**config.mk**
```make
export PLATFORM = sky130hd
export DESIGN_NAME = wb_arbiter
export DESIGN_NICKNAME = d
export VERILOG_FILES = /design/src/rtl/wb_arbiter_pkg.sv /design/src/rtl/wb_tag_fifo.sv /design/src/rtl/wb_arbiter.sv
export SDC_FILE = /design/constraint.sdc
export NUM_CORES = 1
export LEC_CHECK = 0
export ABC_CLOCK_PERIOD_IN_PS = 3300
export BUFFER_PORTS_ARGS = -buffer_cell sky130_fd_sc_hd__clkbuf_2
export CORE_ASPECT_RATIO = 1.5
export CORE_UTILIZATION = 25
export CTS_BUF_LIST = sky130_fd_sc_hd__clkbuf_4 sky130_fd_sc_hd__clkbuf_8 sky130_fd_sc_hd__clkbuf_16
export CTS_CLUSTER_SIZE = 12
export DETAILED_ROUTE_END_ITERATION = 6
export HOLD_SLACK_MARGIN = 0.03
export PLACE_DENSITY = 0.48
export RECOVER_POWER = 25
export SETUP_SLACK_MARGIN = 0.15
export SYNTH_ARGS = -nofsm -noshare
export SYNTH_HDL_FRONTEND = slang
export SYNTH_SLANG_ARGS = --single-unit
export TNS_END_PERCENT = 5
```
**constraint.sdc**
```tcl
create_clock -name clk -period 3.3 [get_ports clk]
set_input_delay 0.495 -clock clk [delete_from_list [all_inputs] [get_ports clk]]
set_output_delay 0.495 -clock clk [all_outputs]
set_load 0.005 [all_outputs]
```
**src/rtl/wb_arbiter_pkg.sv**
```systemverilog
// Shared register-file constants and the writeback request record used by the arbiter.
package wb_arbiter_pkg;

    localparam int REG_ADDR_W = 5;
    localparam int XLEN       = 32;
    localparam logic [REG_ADDR_W-1:0] REG_ZERO = 5'd0;

    typedef struct packed {
        logic                  wren;
        logic [REG_ADDR_W-1:0] rd;
        logic [XLEN-1:0]       data;
    } wb_req_t;

endpackage

```
**src/rtl/wb_tag_fifo.sv**
```systemverilog
// Circular FIFO of load destination tags; responses return in issue order, so the head names the target.
module wb_tag_fifo #(
    parameter int DEPTH = 4,
    parameter int PTR_W = 2,
    parameter int W     = 5
) (
    input  logic             clk,
    input  logic             reset_n,
    input  logic             push_i,
    input  logic             pop_i,
    input  logic [W-1:0]     din_i,
    output logic [W-1:0]     dout_o,
    output logic             full_o,
    output logic             empty_o,
    output logic [PTR_W:0]   count_o
);

    logic [W-1:0]   mem_q [DEPTH];
    logic [PTR_W-1:0] wr_ptr_q, wr_ptr_d;
    logic [PTR_W-1:0] rd_ptr_q, rd_ptr_d;
    logic [PTR_W:0]   count_q, count_d;
    logic             do_push, do_pop;

    assign full_o  = (count_q == (PTR_W+1)'(DEPTH));
    assign empty_o = (count_q == '0);
    assign count_o = count_q;
    assign dout_o  = mem_q[rd_ptr_q];

    assign do_push = push_i & ~full_o;
    assign do_pop  = pop_i & ~empty_o;

    always_comb begin
        wr_ptr_d = wr_ptr_q;
        rd_ptr_d = rd_ptr_q;
        count_d  = count_q;
        if (do_push) wr_ptr_d = wr_ptr_q + 1'b1;
        if (do_pop)  rd_ptr_d = rd_ptr_q + 1'b1;
        case ({do_push, do_pop})
            2'b10:   count_d = count_q + 1'b1;
            2'b01:   count_d = count_q - 1'b1;
            default: count_d = count_q;
        endcase
    end

    always_ff @(posedge clk or negedge reset_n) begin
        if (!reset_n) begin
            wr_ptr_q <= '0;
            rd_ptr_q <= '0;
            count_q  <= '0;
        end else begin
            wr_ptr_q <= wr_ptr_d;
            rd_ptr_q <= rd_ptr_d;
            count_q  <= count_d;
        end
    end

    // Storage needs no reset: an entry is only read after it has been written.
    always_ff @(posedge clk) begin
        if (do_push) mem_q[wr_ptr_q] <= din_i;
    end

endmodule

```
**src/rtl/wb_arbiter.sv**
```systemverilog
// Register-file write port owner: merges ALU results with in-order load responses and tracks load hazards.
module wb_arbiter
    import wb_arbiter_pkg::*;
#(
    parameter int LD_DEPTH = 4,
    parameter int LD_PTR_W = 2
) (
    input  logic                  clk,
    input  logic                  reset_n,
    input  logic                  alu_valid,
    input  logic [REG_ADDR_W-1:0] alu_rd,
    input  logic [XLEN-1:0]       alu_data,
    output logic                  alu_stall,
    input  logic                  ld_issue,
    input  logic [REG_ADDR_W-1:0] ld_rd,
    output logic                  ld_stall,
    input  logic                  ld_resp_valid,
    input  logic [XLEN-1:0]       ld_resp_data,
    output logic [31:0]           busy_mask,
    output logic                  reg_wren,
    output logic [REG_ADDR_W-1:0] w_reg0,
    output logic [XLEN-1:0]       w_data,
    output logic                  ld_err
);

    logic [31:0]           busy_q, busy_d;
    logic                  ld_err_q, ld_err_d;
    wb_req_t               wr_q, wr_d;

    logic                  fifo_full, fifo_empty;
    logic [LD_PTR_W:0]     fifo_count;
    logic [REG_ADDR_W-1:0] head_rd;
    logic                  ld_acc, ld_pop, alu_acc;

    wb_tag_fifo #(
        .DEPTH (LD_DEPTH),
        .PTR_W (LD_PTR_W),
        .W     (REG_ADDR_W)
    ) u_tag_fifo (
        .clk     (clk),
        .reset_n (reset_n),
        .push_i  (ld_acc),
        .pop_i   (ld_pop),
        .din_i   (ld_rd),
        .dout_o  (head_rd),
        .full_o  (fifo_full),
        .empty_o (fifo_empty),
        .count_o (fifo_count)
    );

    // Busy check keeps at most one load in flight per register, so set/clear never collide.
    assign ld_stall  = ld_issue & (fifo_full | ((ld_rd != REG_ZERO) & busy_q[ld_rd]));
    assign ld_acc    = ld_issue & ~ld_stall;
    assign ld_pop    = ld_resp_valid & ~fifo_empty;

    // Load data cannot be back-pressured, so it owns the port; busy check preserves WAW order.
    assign alu_stall = alu_valid & (ld_resp_valid | ((alu_rd != REG_ZERO) & busy_q[alu_rd]));
    assign alu_acc   = alu_valid & ~alu_stall;

    always_comb begin
        busy_d   = busy_q;
        ld_err_d = ld_err_q | (ld_resp_valid & fifo_empty);
        wr_d     = wr_q;
        wr_d.wren = 1'b0;
        if (ld_pop) begin
            busy_d[head_rd] = 1'b0;
            if (head_rd != REG_ZERO) begin
                wr_d.wren = 1'b1;
                wr_d.rd   = head_rd;
                wr_d.data = ld_resp_data;
            end
        end else if (alu_acc && alu_rd != REG_ZERO) begin
            wr_d.wren = 1'b1;
            wr_d.rd   = alu_rd;
            wr_d.data = alu_data;
        end
        if (ld_acc && ld_rd != REG_ZERO) busy_d[ld_rd] = 1'b1;
        busy_d[0] = 1'b0;
    end

    always_ff @(posedge clk or negedge reset_n) begin
        if (!reset_n) begin
            busy_q   <= '0;
            ld_err_q <= 1'b0;
            wr_q     <= '0;
        end else begin
            busy_q   <= busy_d;
            ld_err_q <= ld_err_d;
            wr_q     <= wr_d;
        end
    end

    assign busy_mask = busy_q;
    assign ld_err    = ld_err_q;
    assign reg_wren  = wr_q.wren;
    assign w_reg0    = wr_q.rd;
    assign w_data    = wr_q.data;

    logic unused_ok;
    assign unused_ok = ^fifo_count;

endmodule
```
Yosys cells after proc, flatten, opt, wreduce, memory -nomap -nowiden
Memories as Yosys holds them, arrays and structs flattened. Index checks and enable logic that the tools add are counted.

Word-level logic and storage cells: 69. Bits in writable memories: 20. Output and inout bits: 73. Memories: 1. Bits of input ports: 79. Register bits: 77.

Reduce and logical (&&, ||, !) cells: 11. Eq/ne operators: 4. Bitwise gates (word level): 20. $add $sub $neg: 4. Muxes and demuxes: 16. Magnitude comparators: 5.

Memory list: u_tag_fifo.mem_q (words 4, bits a word 5, read ports 1, clocked after memory_dff 0, wr ports 1, RTL line wb_tag_fifo.sv:18) `logic [W-1:0] mem_q [DEPTH];`.

Operators by type and width (number): $mux W38 (3); $mux W32 (2); $and A32 B32 Y32 (1); $not A32 Y32 (1); $or A32 B32 Y32 (1); $lt A5 B6 Y1 const B (3); $reduce_bool A5 Y1 (3); $and A1 B1 Y1 (10); $bmux W1 S5 (2); $demux W1 S5 (2); $ge A5 B1 Y1 const B (2); $mux W1 (6); $pmux W3 S2 (1); $add A2 B1 Y2 const B (2); $logic_and A1 B1 Y1 (4); $not A1 Y1 (4); $reduce_bool A2 Y1 (2); $add A3 B1 Y3 const B (1); $eq A3 B3 Y1 const B (1); $logic_not A3 Y1 (1); $or A1 B1 Y1 (3); $sub A3 B1 Y3 const B (1); $eq A2 B1 Y1 const B (1); $eq A2 B2 Y1 const B (1); 2 further kinds (2).

Depth between registers and ports, before layout
Word-level depth: 10. Mapped depth: 14. Depth with buffers taken out: 10.

Hierarchy
A second synthesis with hierarchy kept.

Cells, all modules: 429. Area, all modules: 4792.1 um2.

By module, submodules not included: wb_arbiter (area an instance 3627.2 um2, instances 1, cells each 365, sequential area each 1751.7 um2); wb_tag_fifo (area an instance 1164.9 um2, instances 1, cells each 64, sequential area each 775.7 um2).

Worst setup path before layout
No wires, ideal clock.

Path type: input-to-reg. From: in ld_rd[0]. To: reg u_tag_fifo.count_q[2] (netlist: u_tag_fifo.count_o[2]). Path slack: 0.224 ns. Arrival time: 2.950 ns. Data required time: 3.175 ns. Setup time: 0.125 ns. Buffers on the path: 3. Cell stages on the path: 13. Cell sequence: buf_2 mux4_2 mux2_2 a22oi_1 nand3_1 clkbuf_1 clkbuf_1 ha_1 inv_1 fa_1 xor2_1 nor2_1 xor2_1.

Word-level cells in the longest chain between the ends: 10. Elaborated cells on any way between the ends: 13. Those cells by class: eq/ne (2); mux (3); bitwise (6); reduce/logical (2).

RTL lines: start: declaration (RTL line wb_arbiter.sv:15) `input logic [REG_ADDR_W-1:0] ld_rd,`; $bmux W1 S5 (RTL line wb_arbiter.sv:52) `assign ld_stall = ld_issue & (fifo_full | ((ld_rd != REG_ZERO) & busy_q[ld_rd]));`; $mux W1 (implied by the code) (RTL line wb_arbiter.sv:52); $and A1 B1 Y1 * (RTL line wb_arbiter.sv:52); $or A1 B1 Y1 * (RTL line wb_arbiter.sv:52); $and A1 B1 Y1 * (RTL line wb_arbiter.sv:52); $not A1 Y1 * (RTL line wb_arbiter.sv:53) `assign ld_acc = ld_issue & ~ld_stall;`; $and A1 B1 Y1 * (RTL line wb_arbiter.sv:53); $and A1 B1 Y1 * (RTL line wb_tag_fifo.sv:29) `assign do_push = push_i & ~full_o;`; $eq A2 B1 Y1 / $eq A2 B2 Y1 (equally long branches) (RTL line wb_tag_fifo.sv:38) `case ({do_push, do_pop})`; $pmux W3 S2 / $reduce_bool A2 Y1 (equally long branches); end signal: assignment (RTL line wb_tag_fifo.sv:53) `count_q <= count_d;`; end: declaration (RTL line wb_tag_fifo.sv:21) `logic [PTR_W:0] count_q, count_d;`.

Mark *: on every way between the ends. The rest lies on a longest branch, timed or not. The select of a mux whose other input is x is not followed. A chain may end at the register's enable or synchronous reset.

Worst setup path in the final report
From: in ld_rd[1]. To: out ld_stall.

Word-level cells in the longest chain between the ends: 5. Elaborated cells on any way between the ends: 6. Those cells by class: mux (2); bitwise (3); reduce/logical (1).

RTL lines: $bmux W1 S5 (RTL line wb_arbiter.sv:52); $mux W1 (implied by the code) (RTL line wb_arbiter.sv:52); $and A1 B1 Y1 * (RTL line wb_arbiter.sv:52); $or A1 B1 Y1 * (RTL line wb_arbiter.sv:52); $and A1 B1 Y1 * (RTL line wb_arbiter.sv:52); end: declaration (RTL line wb_arbiter.sv:16) `output logic ld_stall,`.

Marked as above.

==> metrics.cfg <==
[synth]
synth_top_cell_by_area=dfrtp_1
yosysWarnings=0
synth-seq-cells=97
syn_area_mm2=0.00509
netlist_instances=472
ys_seq_area_share_pct=49.6
ys_types=47
synth_top_area_share_pct=37.8
async_reset_ff_share_pct=79.4
yosys-top-cells-area=dfrtp_1, edfxtp_1, mux4_2
synth_ff_type=dfrtp_1
synth_edf_count=20
synth_fp_nets=557
avgSynthCellArea_um2=10.8

[place]
gp_congestion=0.780
dp_hpwl_mm=12.4
numPortBuffers=150
pre_cts_ws_ps=238

[critical_path]
crit_arrival_ps=2490
required_ps=2800
rr_endpoint=w_data[1]
crit_path_start_kind=primary input
r2r_slack_ps=390
path_max_fanout=16
critical_path_class=primary input to output port
rr_worst_depth=6
cp-end-kind=output port
rr_startpoint=u_tag_fifo.rd_ptr_q[0]

[pwr]
ir_worst_vdd_mv=0.261
powerDensity_mw_per_mm2=845
power.leakage_uw=0.00285
p_total_uw=5420

[routing]
wl_mm=16.5
dr.pass1.iters=5
via_per_inst=4.89
drtIter0Drc=247
dr_total_vias=4281
wl_per_cell_um=18.8
drc=0
postRouteAntennaNets=0

[timing]
worst_slack_ps=311
fin_worst_skew_ps=14.4
rsz0062_at_grt=no
fin_setup_tns_ps=0
min_period_ps=2990
relSlewSlack_pct=-35.1
clock.fmax_ghz=0.335
hold_viol_final=0
hold_ws_ps=345
fin_crit_sh_pct=90.6
final_max_slew_viol_count=78
finalSetupViolations=0
worst_pin_slew_ps=2030

[floorplanning]
die_y_um=177
std_cell_rows=63
start_util_pct=25.6
dieArea_mm2=0.0210
ios=152
die_w_um=119
coreArea_mm2=0.0199

[layout]
diodes=0
fin_util_pct=32.3
area_delta_synth_final_pct=26.0
finalNetCount=696
drive_above_1_share_pct=35.1

[global_route]
grt_max_degree=78
antenna_found_initial=0
grt_pass1_vias=4361
grt_pass1_wl_mm=25.6
grt_overflow=0
grt_usage_pct=16.0

[clocking]
cts_buffers=9
insertion_delay_ps=350
h-tree-depth=3
clkSlewWorstSetupHoldPaths_ps=80
postCtsSetupBuffers=0
cts_resized=0
clockBufferDepth=2
clockRootBuffer=clkbuf_16
tritoncts=built
postCtsHoldBufs=0
clkSinkCount=97

[flow_run]
cap_violations=1

[hold_path]
hold_class=primary input to flop
min_to=w_data[29]
whs_path_depth=3
min_from=ld_resp_data[29]

[run_status]
violations=capacitance limit, slew limit
status=finished, violations left

## synthesized netlist by cell type (5+ instances only)
cell and instances:
nand2_1 85, edfxtp_1 20, o221ai_2 20, o221ai_1 16, buf_2 6, nand2b_1 9, inv_1 49, clkbuf_1 20
o31ai_1 31, mux4_2 15, ha_1 5, nor2b_1 9, o21ai_0 31, dfrtp_1 77, nand3_1 5, nor2_1 8
mux2i_1 14
## placed cells by master (no fill, tap or decap), types with 3 or more instances in the layout
master	instances
o221ai_1	16
clkbuf_2	146
nand2_1	85
nand2b_1	9
buf_4	9
clkbuf_16	9
nor2b_1	9
nor2_1	8
edfxtp_1	20
ha_1	5
nand3_1	5
xor2_1	3
mux2_2	4
xnor2_1	3
o21ai_0	31
inv_1	49
mux4_2	15
a22oi_1	4
mux2i_1	14
o221ai_2	20
clkbuf_1	4
dfrtp_1	77
o31ai_1	31
## cell type report
cell class / count / area, µm²
Timing Repair Buffer: 160 / 833
Inverter: 49 / 184
Clock inverter: 7 / 81.3
Clock buffer: 9 / 225
Multi-Input combinational cell: 294 / 2240
Fill cell: 2063 / 13400
Sequential cell: 97 / 2530
Tap cell: 260 / 325
## how the worst max path moves through the flow
stage	slack, ps	startpoint	depth (start not counted)	end
4_1_cts	380	u_tag_fifo.rd_ptr_q[0]	6	w_data[6]
3_5_place_dp	240	ld_rd[0]	7	u_tag_fifo.mem_q[3][0]
3_3_place_gp	290	ld_rd[0]	11	u_tag_fifo.count_o[2]
6_report	310	ld_rd[1]	7	ld_stall
5_1_grt	240	ld_rd[1]	7	ld_stall
2_1_floorplan	220	ld_rd[0]	13	u_tag_fifo.count_o[2]
## cell families after synthesis
kind of cell,share of synthesized area (%)
adder cells (fa/ha/maj),1.62
XOR/XNOR,1.03
other,0.0736
flip-flops,49.6
buffers and inverters,6.71
AO/OA/AOI/OAI,19.5
multiplexers,10.3
AND/OR/NAND/NOR,11.2
## report_power, final
group	leakage, µW	internal, µW	switching [µW]
registers	0.00112	1700	442
logic	0.00158	997	1210
clock network	0.000150	541	531
## stage by stage
stage               cells  instance area, µm²
floorplan             472                5090
global route          876                6420
finish                876                6420
detailed placement    860                6120
global placement      860                6120
CTS                   876                6420
## metal layers
layer | part of all wire, % | vias up | track usage, %
met5 | 0 | - | 0
met4 | 1.8 | 0 | 6.07
met3 | 6.9 | 25 | 2.87
met2 | 52 | 216 | 28.0
met1 | 40 | 2065 | 19.3
li1 | - | 1975 | -
## worst max-delay path, cell delays in order
cell,delay (ps)
clkbuf_1,640
mux4_2,410
mux2_2,270
a22oi_1,280
nand2_1,90
o21a_1,190
clkbuf_2,110
## flip-flops by register name, indices dropped and copies added, names as in the netlist
register / cells
u_tag_fifo.mem_q: 20
ld_err: 1
w_reg0: 5
u_tag_fifo.count_o: 3
w_data: 32
busy_mask: 31
u_tag_fifo.wr_ptr_q: 2
reg_wren: 1
u_tag_fifo.rd_ptr_q: 2
No activity file was read; power rests on OpenSTA's default activity.
